File: config.mk
export PLATFORM = sky130hd
export DESIGN_NAME = step_counter
export DESIGN_NICKNAME = d
export VERILOG_FILES = /design/src/rtl/step_counter.sv
export SDC_FILE = /design/constraint.sdc
export NUM_CORES = 1
export LEC_CHECK = 0
export BUFFER_PORTS_ARGS = -buffer_cell sky130_fd_sc_hd__buf_2
export CAP_MARGIN = 5
export CORE_AREA = 4 4 41 43
export DETAILED_ROUTE_END_ITERATION = 8
export DIE_AREA = 0 0 45 47
export PLACE_DENSITY = 0.56
export SYNTH_ARGS = -nofsm -noshare
export SYNTH_HDL_FRONTEND = slang
export SYNTH_SLANG_ARGS = --single-unit
File: constraint.sdc
create_clock -name clk -period 1.6 [get_ports clk]
set_input_delay 0.16 -clock clk [delete_from_list [all_inputs] [get_ports clk]]
set_output_delay 0.16 -clock clk [all_outputs]
set_load 0.01 [all_outputs]
File: src/rtl/step_counter.sv
// Rising-edge event counter: synchronizes an asynchronous level, counts its
// low-to-high transitions modulo CNT_MAX and pulses ovf once per wrap.
module step_counter #(
    parameter int unsigned CNT_MAX     = 8,
    parameter int unsigned SYNC_STAGES = 2
) (
    input  logic       clk,
    input  logic       rst,
    input  logic       in,
    output logic [4:0] cnt,
    output logic       ovf
);

    localparam logic [4:0] CNT_LAST = 5'(CNT_MAX - 1);

    logic [SYNC_STAGES-1:0] sync_q;
    logic                   prev_q;
    logic [4:0]             cnt_q, cnt_d;
    logic                   ovf_q, ovf_d;
    logic                   rise;

    // sync_q[0] is the first flop after the pad; the top bit is the safe copy
    always_ff @(posedge clk or posedge rst) begin
        if (rst) begin
            sync_q <= '0;
            prev_q <= 1'b0;
            cnt_q  <= '0;
            ovf_q  <= 1'b0;
        end else begin
            sync_q <= {sync_q[SYNC_STAGES-2:0], in};
            prev_q <= sync_q[SYNC_STAGES-1];
            cnt_q  <= cnt_d;
            ovf_q  <= ovf_d;
        end
    end

    assign rise = sync_q[SYNC_STAGES-1] & ~prev_q;

    always_comb begin
        cnt_d = cnt_q;
        ovf_d = 1'b0;
        if (rise) begin
            if (cnt_q == CNT_LAST) begin
                cnt_d = '0;
                ovf_d = 1'b1;
            end else begin
                cnt_d = cnt_q + 5'd1;
            end
        end
    end

    assign cnt = cnt_q;
    assign ovf = ovf_q;

endmodule

; ---- Word level (Yosys, flattened, before mapping)
; Cells that the tools add are included.
[totals]
reg_bits = 9
input_bits = 3
[op_classes]
n_addsub = 1
n_eq_ne = 1
mux = 3
n_bitwise = 2
[ops]
columns = operator, n
row1 = "adder 5 x 1 -> 5 bit, second input constant", 1
row2 = "== test 5 x 3 -> 1 bit, second input constant", 1
row3 = 2-to-1 mux 5 bit, 1
row4 = 2-to-1 mux 1 bit, 2
row5 = AND 1 bit, 1
row6 = inverter 1 bit, 1

; ---- Longest topological paths before layout
; Gate-level depths: netlist of run 1.
[depth]
ltp_word = 3
mapped_depth = 4

; ---- Least setup slack after synthesis of run 1
; OpenSTA, ideal clock, no wires.
[synth_path]
path_type = flip-flop to flip-flop
start = register cnt_q[0] (netlist: cnt[0])
end = register cnt_q[3] (netlist: cnt[3])
setup_time_ps = 131
t_arrival_ps = 1041
required_time_ps = 1469
path_slack_ps = 429
stages_incl_launch_ff = 5
cell_sequence = dfrtp_1 -> ha_1 -> nand2_2 -> o31ai_2 -> o31ai_1
[synth_via]
elab_chain_cells = 2
word_cells_on_any_way = 3
classes_between = 1 x add/sub / 1 x eq/ne / 1 x mux
[synth_lines]
columns = item, line_no
row1 = start: declaration, 18  ; logic [4:0] cnt_q, cnt_d;
row2 = start signal: assignment, 32  ; cnt_q <= cnt_d;
row3 = adder 5 x 1 -> 5 bit / == test 5 x 3 -> 1 bit (equally long branches), "47, 43"
row4 = 2-to-1 mux 5 bit *, 43  ; if (cnt_q == CNT_LAST) begin
; Every way passes the cells marked *; elsewhere a longest branch is shown, timed or not.
; A chain may end at the register's enable or synchronous reset.

; ---- Worst setup path in the final report of run 1
; Ends and elaborated chain as after synthesis.

==> Flow_metrics.wiki, run 1 <==
{| class="wikitable"
! Metric !! Value
|-
| Met1 routing resource usage after global routing || 8.00%
|-
| Worst Slack Setup Final || 393 ps
|-
| Combinational family with the most area after synthesis || simple AND/OR/NAND/NOR gates
|-
| Routed WL per cell || 9.82 um
|-
| Final estimated routing congestion in global placement || 0.732
|-
| Relative area change from synthesis to final layout || 27.0%
|-
| Dpl ws || 388 ps
|-
| Global Route met2 Usage || 9.60%
|-
| Residual overflow from global routing || 0
|-
| Classification of the worst-slack hold path || primary input to register
|-
| Cell area power density || 1590 nW/um2
|-
| Maximum fanout encountered on the critical timing path || 5
|-
| Detailed Route Iter0 Violations || 2
|-
| Largest net degree at the start of global routing || 10
|-
| Startpoint Class || register
|-
| Placeable core region || 1300 um2
|-
| Cell count after synthesis || 28
|-
| Antenna violations before repair || 0
|-
| Sink count of the clock tree || 9
|-
| Final number of hold-violating endpoints || 0
|-
| Clock network latency to the later pin of the worst-skew pair || 250 ps
|-
| Endpoints failing setup || 0
|-
| Worst relative slew slack || 77.8%
|-
| Post-layout nets || 46
|-
| Prevailing post-synth register cell || sky130_fd_sc_hd__dfrtp_1
|-
| Post-Synth Simple-Gate Area || 15.6%
|-
| Proportion of synthesized area in mux cells || 0%
|-
| Flip-flop and latch count after synthesis || 9
|-
| Final setup TNS || 0 ps
|-
| Post-Route Hold Slack || 15.1 ps
|-
| Layout cells sized above 1 || 34.1%
|-
| Area fraction of the dominant cell type after synthesis || 63.8%
|-
| Clock-pin slew on the worst setup and hold paths || 50 ps
|-
| Yosys warnings || 0
|-
| Most used standard cell by instance count after synthesis || sky130_fd_sc_hd__dfrtp_1
|-
| Largest area contributor in the synthesized netlist || sky130_fd_sc_hd__dfrtp_1
|-
| RSZ-0062 raised after global routing || false
|-
| Largest vdd supply drop || 678 uV
|-
| Syn Area/Cell || 12.6 um2
|-
| Fmax achieved || 828 MHz
|-
| Met3 usage || 4.98%
|-
| Starting density of the core || 27.1%
|-
| Count of flip-flops with a built-in enable after synthesis || 0
|-
| Crit. End Element || register
|-
| Wire length of the first global-routing pass || 1.00 mm
|-
| Synthesized-area fraction occupied by ao, oa, aoi and oai cells || 9.93%
|-
| Worst Clk Skew || 3.49 ps
|-
| Share of the clock period used by the worst path || 75.5%
|-
| Vias || 242
|-
| Summed instance area of the synthesized netlist || 353 um2
|-
| Max H-tree Level || 1
|-
| Routed vias/inst || 4.32
|-
| Lkg Pwr || 0.216 nW
|-
| Total half-perimeter wirelength after legalization and detailed placement || 439 um
|-
| Arithmetic-cell share of the synthesized area counting full adders, half adders and majority gates || 3.55%
|-
| Antenna diodes || 0
|-
| Tightest Pin Transition || 333 ps
|-
| Die footprint || 2120 um2
|-
| Clock Path Buffers || 2
|-
| Most common library cells after synthesis || sky130_fd_sc_hd__dfrtp_1, sky130_fd_sc_hd__nand2_1, sky130_fd_sc_hd__inv_1, sky130_fd_sc_hd__o21ai_1, sky130_fd_sc_hd__xnor2_1
|-
| Grt peak-use layer || met2
|-
| Shortest clock period the worst path allows after layout || 1210 ps
|-
| DR DRC count || 0
|-
| Chip Width || 45 um
|-
| Async S/R FF share, synth || 100%
|-
| Proportion of synthesized chip area in sequential cells || 63.8%
|-
| Number of global-route vias before repair || 255
|-
| Buffers on Ports || 8
|-
| Mapped Nets || 32
|-
| CP required || 1730 ps
|-
| Number of search-and-repair iterations in the first detailed-routing pass || 2
|-
| Number of pins exceeding their max-slew limit in the final report || 0
|-
| Number of fillers in the final layout || 143
|-
| Post-detailed-routing wire length || 550 um
|-
| Number of max-cap violations || 0
|-
| Cell types occupying the most area after synthesis || sky130_fd_sc_hd__dfrtp_1, sky130_fd_sc_hd__xnor2_1, sky130_fd_sc_hd__nor2b_4
|-
| Clock buffer count from CTS || 3
|-
| Worst setup path class || register to register
|-
| Total Power Consumption || 0.710 mW
|-
| Boundary Pins || 9
|-
| Status || finished clean
|-
| Post-detailed-route count of antenna-violating nets || 0
|-
| Arrival time of the worst setup path || 1340 ps
|-
| CTS tree || yes
|-
| Overall Global Routing Usage || 7.19%
|-
| Number of rows in the core area || 13
|-
| DIE HEIGHT || 47 um
|-
| Clock root cell || sky130_fd_sc_hd__clkbuf_4
|-
| DP Area || 412 um2
|-
| Final instance area || 448 um2
|-
| Number of different library cells in the post-synthesis netlist || 15
|-
| Post-synthesis xor/xnor area fraction || 4.96%
|}
-- final cells by class --
| class | instances | area [um2] | area share (%) |
|---|---|---|---|
| Multi-Input combinational cell | 17 | 120 | 26.8 |
| Tap cell | 15 | 18.8 | 4.19 |
| Inverter | 2 | 7.51 | 1.68 |
| Clock buffer | 4 | 26.3 | 5.87 |
| Sequential cell | 9 | 225 | 50.3 |
| Timing Repair Buffer | 9 | 50.0 | 11.2 |
-- path summary, 6_finish.rpt --
kind	from	end	slack (ps)	depth (start not counted)
worst min-delay path	in	sync_q[0]	20	1
max in group asynchronous	rst	cnt[0]	950	3
worst max register to register	cnt[0]	cnt[3]	390	4
min in group asynchronous	rst	prev_q	410	3
worst max-delay path	cnt[0]	cnt[3]	390	4
worst min register to register	sync_q[0]	sync_q[1]	350	0
-- report_power, final --
part,switching (mW),internal (mW),leakage [nW]
clock network,0.0665,0.0953,0.0150
registers,0.0745,0.287,0.112
logic,0.0971,0.0898,0.0891
total,0.238,0.472,0.216
-- stage by stage --
step	util, %	std cells
6_report	34.4	56
5_1_grt	34.4	56
4_1_cts	34.4	56
3_5_place_dp	31.6	51
3_3_place_gp	31.6	51
2_1_floorplan	-	28
-- layout by cell type (no fill, tap or decap), drive strengths merged --
| master | count |
|---|---|
| dfrtp | 9 |
| buf | 8 |
| nand2 | 4 |
| clkbuf | 4 |
| o21ai | 3 |
| xnor2 | 2 |
| inv | 2 |
| o31ai | 2 |
| nor2b | 1 |
| nand4 | 1 |
| nand2b | 1 |
| nor4 | 1 |
| nand3 | 1 |
| ha | 1 |
| dlygate4sd3 | 1 |
-- critical path, cell delays in order, from the launching register on --
cell                      delay, ps
sky130_fd_sc_hd__dfrtp_1        390
sky130_fd_sc_hd__ha_1           230
sky130_fd_sc_hd__nand2_2         80
sky130_fd_sc_hd__o31ai_2        270
sky130_fd_sc_hd__o31ai_1        110
-- kinds of logic (layout without fill, tap and decap cells) --
logic type               after synthesis  count (layout)
buffers and inverters                  2              15
flip-flops                             9               9
AO/OA/AOI/OAI                          5               5
XOR/XNOR                               2               2
AND/OR/NAND/NOR                        9               9
adder cells (fa/ha/maj)                1               1
-- layer usage --
| layer | up-vias | wire length (um) |
|---|---|---|
| met2 | 9 | 225 |
| met4 | 0 | 0 |
| li1 | 123 | - |
| met1 | 110 | 265 |
| met5 | - | 0 |
| met3 | 0 | 59 |
-- flip-flops by register name (all words and copies together), names as in the netlist --
name,count
prev_q,1
cnt,5
sync_q,2
ovf,1
-- what timing repair did --
| item | 4_1_cts | 5_1_grt |
|---|---|---|
| endpoints found under the hold margin | 9 | 0 |
| buffers inserted | 0 | 0 |
| hold buffers | 1 | 0 |
| resized for setup | 0 | 0 |
No activity file was read; power rests on OpenSTA's default activity.
==> inputs of run 2 (changes only) <==
--- a/config.mk
+++ b/config.mk
@@ -10,7 +10,7 @@
 export CORE_AREA = 4 4 41 43
 export DETAILED_ROUTE_END_ITERATION = 8
 export DIE_AREA = 0 0 45 47
-export PLACE_DENSITY = 0.56
+export PLACE_DENSITY = 0.57
 export SYNTH_ARGS = -nofsm -noshare
 export SYNTH_HDL_FRONTEND = slang
 export SYNTH_SLANG_ARGS = --single-unit
==> constraint.sdc (replaced) <==
create_clock -name clk -period 1.1 [get_ports clk]
set_input_delay 0.11 -clock clk [delete_from_list [all_inputs] [get_ports clk]]
set_output_delay 0.11 -clock clk [all_outputs]
set_load 0.01 [all_outputs]
==> run 2 against run 1 <==
  * Via count rose by 9.1%
  * Largest power group unchanged
  * Final cell count up 8.9%
  * Clock skew up 1.1 ps
  * Setup slack worse by 370 ps
  * Die area stayed put
  * Count of clock-buffer cells in the layout down 1
  * Core utilization increased by 5.2 points
  * First-iteration DRC count is 100% higher
  * Critical path type is now register to output port
==> Flow_metrics.wiki, run 2 (synthesis results as in run 1) <==
{| class="wikitable"
! Metric !! Value
|-
| Endpoints failing setup || 0 (unchanged)
|-
| Number of global-route vias before repair || 278 (was 255)
|-
| Largest net degree at the start of global routing || 10 (unchanged)
|-
| Boundary Pins || 9 (unchanged)
|-
| DR DRC count || 0 (unchanged)
|-
| Clock root cell || sky130_fd_sc_hd__clkbuf_4 (unchanged)
|-
| Worst Clk Skew || 4.62 ps (was 3.49 ps)
|-
| Final setup TNS || 0 ps (unchanged)
|-
| Critical register-to-register path endpoint || cnt[3] (unchanged)
|-
| Clock Path Buffers || 2 (unchanged)
|-
| Routed vias/inst || 4.33 (was 4.32)
|-
| DIE HEIGHT || 47 um (unchanged)
|-
| Worst setup slack for register-to-register paths || 30 ps (was 390 ps)
|-
| Most used cells in the layout excluding fill and tap cells || sky130_fd_sc_hd__dfrtp_1, sky130_fd_sc_hd__buf_2, sky130_fd_sc_hd__buf_4 (was sky130_fd_sc_hd__dfrtp_1, sky130_fd_sc_hd__buf_2, sky130_fd_sc_hd__nand2_1, sky130_fd_sc_hd__clkbuf_4)
|-
| Crit. End Element || output port (was register)
|-
| Number of fillers in the final layout || 147 (was 143)
|-
| Commonest non-fill, non-tap cell in the layout || sky130_fd_sc_hd__dfrtp_1 (unchanged)
|-
| Final estimated routing congestion in global placement || 0.722 (was 0.732)
|-
| Arrival time of the worst setup path || 970 ps (was 1340 ps)
|-
| Total instance count after detailed placement || 53 (was 51)
|-
| Antenna diodes || 0 (unchanged)
|-
| Total Power Consumption || 1.20 mW (was 0.710 mW)
|-
| CTS tree || yes (unchanged)
|-
| Wire length of the first global-routing pass || 1.18 mm (was 1.00 mm)
|-
| Number of max-cap violations || 0 (unchanged)
|-
| Cell count of the worst reg-to-reg path || 4 (unchanged)
|-
| Buffers on Ports || 8 (unchanged)
|-
| Startpoint Class || register (unchanged)
|-
| Vias || 264 (was 242)
|-
| Family with the most delay on the worst path || flip-flops (unchanged)
|-
| Sink count of the clock tree || 9 (unchanged)
|-
| Clock network latency to the later pin of the worst-skew pair || 270 ps (was 250 ps)
|-
| Final instance area || 515 um2 (was 448 um2)
|-
| Antenna violations before repair || 0 (unchanged)
|-
| Post-detailed-route count of antenna-violating nets || 0 (unchanged)
|-
| Number of pins exceeding their max-slew limit in the final report || 0 (unchanged)
|-
| Max H-tree Level || 1 (unchanged)
|-
| Chip Width || 45 um (unchanged)
|-
| Detailed route wirelength on metal3 || 38 um (was 59 um)
|-
| Wire length on met1 || 328 um (was 265 um)
|-
| Tightest Pin Transition || 349 ps (was 333 ps)
|-
| Detailed Route Iter0 Violations || 4 (was 2)
|-
| Number of flip-flops under the largest register name || 5 (unchanged)
|-
| Post-layout nets || 51 (was 46)
|-
| Lkg Pwr || 0.251 nW (was 0.216 nW)
|-
| RSZ-0062 raised after global routing || true (was false)
|-
| Classification of the worst-slack hold path || primary input to asynchronous set/reset pin (was primary input to register)
|-
| Number of rows in the core area || 13 (unchanged)
|-
| Reg-to-Reg Start || cnt[1] (was cnt[0])
|-
| Relative area change from synthesis to final layout || 46.1% (was 27.0%)
|-
| Cell area power density || 2330 nW/um2 (was 1590 nW/um2)
|-
| DP Area || 438 um2 (was 412 um2)
|-
| Residual overflow from global routing || 0 (unchanged)
|-
| Routed WL per cell || 11.3 um (was 9.82 um)
|-
| Status || finished clean (unchanged)
|-
| Placeable core region || 1300 um2 (unchanged)
|-
| Maximum fanout encountered on the critical timing path || 3 (was 5)
|-
| Total half-perimeter wirelength after legalization and detailed placement || 472 um (was 439 um)
|-
| Clock-pin slew on the worst setup and hold paths || 70 ps (was 50 ps)
|-
| Overall Global Routing Usage || 8.26% (was 7.19%)
|-
| Clock buffer count from CTS || 3 (unchanged)
|-
| Worst Path Buf+Inv || 2 (was 0)
|-
| Worst setup path class || register to output port (was register to register)
|-
| Starting density of the core || 27.1% (unchanged)
|-
| Crit-path slowest cell || sky130_fd_sc_hd__dfrtp_1 (unchanged)
|-
| Largest vdd supply drop || 991 uV (was 678 uV)
|-
| Cells along the critical path || buf_4 -> buf_2 (was ha_1 -> nand2_2 -> o31ai_2 -> o31ai_1)
|-
| Final Instance Count excl. Fillers || 61 (was 56)
|-
| Final number of hold-violating endpoints || 0 (unchanged)
|-
| Fmax achieved || 927 MHz
|-
| Shortest clock period the worst path allows after layout || 1080 ps
|-
| Stage delay of the slowest cell on the critical path || 420 ps (was 390 ps)
|-
| Number of search-and-repair iterations in the first detailed-routing pass || 4 (was 2)
|-
| Die footprint || 2120 um2 (unchanged)
|-
| CP required || 990 ps (was 1730 ps)
|-
| Share of the clock period used by the worst path || 98.1%
|-
| Layout cells sized above 1 || 43.5% (was 34.1%)
|-
| Post-detailed-routing wire length || 691 um (was 550 um)
|-
| Amount of wire on met2 after detailed routing || 312 um (was 225 um)
|-
| Worst relative slew slack || 76.7% (was 77.8%)
|-
| Uppermost routed layer || met4 (was met3)
|}
==> run 2: per-stage QoR <==
| step | hold WS, ps | utilization [%] | setup slack [ps] |
|---|---|---|---|
| finish | 342 | 39.6 | 21.1 |
| global route | 361 | 39.6 | -25.0 |
| global placement | 82.0 | 33.7 | 19.1 |
| CTS | 353 | 39.6 | -5.00 |
| floorplan | -62.1 | - | -36.7 |
| detailed placement | 83.9 | 33.7 | 20.5 |
==> run 2: how the worst max path moves through the flow <==
stage | from | end | slack, ps | cells past startpoint
after floorplan | cnt[0] | cnt[3] | -40 | 4
after global placement | cnt[1] | cnt[0] | 20 | 4
after detailed placement | cnt[1] | cnt[0] | 20 | 4
after CTS | cnt[1] | cnt[3] | -5 | 4
after global routing | cnt[1] | cnt[1] | -20 | 4
final | cnt[1] | cnt[1] | 20 | 2
==> run 2: area by class of cell <==
cell class	instances	area [um2]	area share, %
clock inverters	1	5.00	0.971
multi-input cells	17	146	28.4
well taps	15	18.8	3.64
inverters	2	7.51	1.46
flip-flops and latches	9	225	43.7
clock buffers	3	22.5	4.37
repair buffers	14	90.1	17.5
==> run 2: layer usage <==
layer | up-vias | GRT usage [%]
met1 | 122 | 10.5
met4 | 0 | 5.26
li1 | 131 | -
met2 | 9 | 11.6
met5 | - | 0
met3 | 2 | 3.45
==> run 2: worst reg2reg max path, delay by kind of cell (launching register included) <==
family | cells | cell delay, ps
adders and majority gates | 1 | 170
and+or+nand+nor | 1 | 60
AOI/OAI and AO/OA | 2 | 310
DFF | 1 | 410
==> run 2: repair_timing <==
action / CTS / global route
gates resized for setup: 2 / 0
pin swaps: 5 / 2
cloned: 0 / 0
buffers inserted: 2 / 0
endpoints found under the setup margin: 3 / 4
endpoints found under the hold margin: 10 / 0
hold buffers: 2 / 0
==> run 2: where the power goes <==
| part | internal [mW] | switching [mW] | leakage (nW) |
|---|---|---|---|
| Combinational | 0.209 | 0.178 | 0.121 |
| Clock | 0.135 | 0.131 | 0.0177 |
| Sequential | 0.417 | 0.132 | 0.112 |
==> inputs of run 3 (changes only) <==
--- a/config.mk
+++ b/config.mk
@@ -10,7 +10,8 @@
 export CORE_AREA = 4 4 41 43
 export DETAILED_ROUTE_END_ITERATION = 8
 export DIE_AREA = 0 0 45 47
-export PLACE_DENSITY = 0.57
+export PLACE_DENSITY = 0.56
+export SKIP_LAST_GASP = 1
 export SYNTH_ARGS = -nofsm -noshare
 export SYNTH_HDL_FRONTEND = slang
 export SYNTH_SLANG_ARGS = --single-unit
==> constraint.sdc (replaced) <==
create_clock -name clk -period 1.33 [get_ports clk]
set_input_delay 0.133 -clock clk [delete_from_list [all_inputs] [get_ports clk]]
set_output_delay 0.133 -clock clk [all_outputs]
set_load 0.01 [all_outputs]
==> run 3 against run 2 <==
  * Clock power down 24%
  * Global-route usage is 0.19 points lower
  * Cell area fell by 11%
  * Core utilization is 4.4 points lower
  * Worst hold slack improved by 13 ps
  * Non-clock buffer count decreased by 4
  * Combinational power decreased by 41%
  * Setup slack better by 91 ps
  * Largest cell class unchanged
  * Highest routed layer unchanged
==> Flow_metrics.wiki, run 3 (synthesis results as in run 1) <==
{| class="wikitable"
! Metric !! Value
|-
| Die footprint || 2120 um2 (unchanged)
|-
| Layout cells sized above 1 || 33.3% (was 43.5%)
|-
| CTS tree || yes (unchanged)
|-
| Starting density of the core || 27.1% (unchanged)
|-
| Routed vias/inst || 4.25 (was 4.33)
|-
| Wire length of the first global-routing pass || 1.08 mm (was 1.18 mm)
|-
| Final setup TNS || 0 ps (unchanged)
|-
| Sink count of the clock tree || 9 (unchanged)
|-
| Clock network latency to the later pin of the worst-skew pair || 260 ps (was 270 ps)
|-
| CP required || 1460 ps (was 990 ps)
|-
| Share of the clock period used by the worst path || 91.6%
|-
| Number of rows in the core area || 13 (unchanged)
|-
| Worst Hold Path EP || sync_q[1]
|-
| Number of pins exceeding their max-slew limit in the final report || 0 (unchanged)
|-
| Antenna diodes || 0 (unchanged)
|-
| Number of search-and-repair iterations in the first detailed-routing pass || 3 (was 4)
|-
| Worst setup path class || register to register (was register to output port)
|-
| Total of cells resized after clock tree synthesis || 0 (was 2)
|-
| Commonest non-fill, non-tap cell in the layout || sky130_fd_sc_hd__dfrtp_1 (unchanged)
|-
| Most used cells in the layout excluding fill and tap cells || sky130_fd_sc_hd__dfrtp_1, sky130_fd_sc_hd__buf_2, sky130_fd_sc_hd__nand2_1, sky130_fd_sc_hd__clkbuf_4 (was sky130_fd_sc_hd__dfrtp_1, sky130_fd_sc_hd__buf_2, sky130_fd_sc_hd__buf_4)
|-
| Worst relative slew slack || 77.7% (was 76.7%)
|-
| Post-layout nets || 47 (was 51)
|-
| Detailed Route Iter0 Violations || 1 (was 4)
|-
| Maximum fanout encountered on the critical timing path || 5 (was 3)
|-
| Number of max-cap violations || 0 (unchanged)
|-
| Largest vdd supply drop || 869 uV (was 991 uV)
|-
| Shortest clock period the worst path allows after layout || 1220 ps
|-
| Final Instance Count excl. Fillers || 57 (was 61)
|-
| Final estimated routing congestion in global placement || 0.658 (was 0.722)
|-
| Boundary Pins || 9 (unchanged)
|-
| Antenna violations before repair || 0 (unchanged)
|-
| Lkg Pwr || 0.220 nW (was 0.251 nW)
|-
| Cell area power density || 1900 nW/um2 (was 2330 nW/um2)
|-
| Chip Width || 45 um (unchanged)
|-
| Post-detailed-route count of antenna-violating nets || 0 (unchanged)
|-
| Buffers on Ports || 8 (unchanged)
|-
| Reg-to-Reg Start || cnt[0] (was cnt[1])
|-
| Hold_sp || sync_q[0]
|-
| DIE HEIGHT || 47 um (unchanged)
|-
| Tightest Pin Transition || 334 ps (was 349 ps)
|-
| Post-detailed-routing wire length || 597 um (was 691 um)
|-
| Cell count of the worst reg-to-reg path || 4 (unchanged)
|-
| Number of buffers added for setup after CTS || 0 (was 2)
|-
| Relative area change from synthesis to final layout || 29.8% (was 46.1%)
|-
| Clock Path Buffers || 2 (unchanged)
|-
| Clock root cell || sky130_fd_sc_hd__clkbuf_4 (unchanged)
|-
| Status || finished clean (unchanged)
|-
| Residual overflow from global routing || 0 (unchanged)
|-
| Clock-pin slew on the worst setup and hold paths || 60 ps (was 70 ps)
|-
| Number of buffers inserted by hold repair at cts || 2 (unchanged)
|-
| Worst setup slack for register-to-register paths || 110 ps (was 30 ps)
|-
| Endpoints failing setup || 0 (unchanged)
|-
| DR DRC count || 0 (unchanged)
|-
| Startpoint Class || register (unchanged)
|-
| Number of flip-flops under the largest register name || 5 (unchanged)
|-
| Vias || 242 (was 264)
|-
| RSZ-0062 raised after global routing || false (was true)
|-
| Crit. End Element || register (was output port)
|-
| Routed WL per cell || 10.5 um (was 11.3 um)
|-
| Classification of the worst-slack hold path || register to register (was primary input to asynchronous set/reset pin)
|-
| Clock buffer count from CTS || 3 (unchanged)
|-
| Worst hold stages || 0
|-
| Largest net degree at the start of global routing || 10 (unchanged)
|-
| Final number of hold-violating endpoints || 0 (unchanged)
|-
| Max H-tree Level || 1 (unchanged)
|-
| Overall Global Routing Usage || 8.07% (was 8.26%)
|-
| Worst Clk Skew || 2.47 ps (was 4.62 ps)
|-
| Number of global-route vias before repair || 255 (was 278)
|-
| Fmax achieved || 821 MHz
|-
| Placeable core region || 1300 um2 (unchanged)
|-
| Arrival time of the worst setup path || 1350 ps (was 970 ps)
|-
| Critical register-to-register path endpoint || cnt[3] (unchanged)
|-
| Total instance count after detailed placement || 51 (was 53)
|}
## run 3: changes by cell type in the layout (fill, tap and decap cells not counted)
cell                       previous run  this run
sky130_fd_sc_hd__buf_4                4         0
sky130_fd_sc_hd__clkbuf_1             0         1
sky130_fd_sc_hd__clkinv_2             1         0
sky130_fd_sc_hd__ha_1                 0         1
sky130_fd_sc_hd__ha_4                 1         0
sky130_fd_sc_hd__nand2_2              0         1
sky130_fd_sc_hd__nand2_4              1         0
sky130_fd_sc_hd__o31ai_2              0         1
sky130_fd_sc_hd__o31ai_4              1         0
## run 3: how the worst max path moves through the flow
stage | from | end | slack, ps | cells after the start
4_1_cts | cnt[0] | cnt[3] | 120 | 4
3_3_place_gp | cnt[0] | cnt[3] | 120 | 4
2_1_floorplan | cnt[0] | cnt[3] | 160 | 4
5_1_grt | cnt[0] | cnt[3] | 20 | 4
3_5_place_dp | cnt[0] | cnt[3] | 130 | 4
6_report | cnt[0] | cnt[3] | 110 | 4
## run 3: power by group
group	switching [mW]	internal, mW	leakage (nW)
sequential	0.0942	0.345	0.112
clock	0.0869	0.115	0.0150
combinational	0.119	0.110	0.0933
total	0.300	0.570	0.220
## run 3: layer usage
layer,vias up,share of wire [%],global-route usage [%]
met5,-,0,0
met4,0,1.7,5.26
met3,2,11,6.90
met2,11,41,9.60
met1,106,46,9.39
li1,123,-,-
## run 3: stage by stage
step | area [um2] | hold slack, ps | power (mW) | util, % | setup WS [ps]
after floorplan | 353 | -39.1 | 0.569 | - | 159
after global placement | 412 | 109 | 0.665 | 31.6 | 122
after detailed placement | 412 | 108 | 0.671 | 31.6 | 127
after CTS | 458 | 356 | 0.888 | 35.2 | 121
after global routing | 458 | 382 | 0.955 | 35.2 | 18.6
final | 458 | 355 | 0.871 | 35.2 | 112
## run 3: critical path: stages (launching register included)
cell and delay [ps]:
sky130_fd_sc_hd__dfrtp_1 390, sky130_fd_sc_hd__ha_1 220, sky130_fd_sc_hd__nand2_2 80, sky130_fd_sc_hd__o31ai_2 280, sky130_fd_sc_hd__o31ai_1 120
## run 3: area by class of cell
class	count	area (um2)
sequential	9	225
fill	140	843
tap	15	18.8
multi-input combinational	17	120
inverter	2	7.51
timing repair buffer	10	60.1
clock buffer	4	26.3
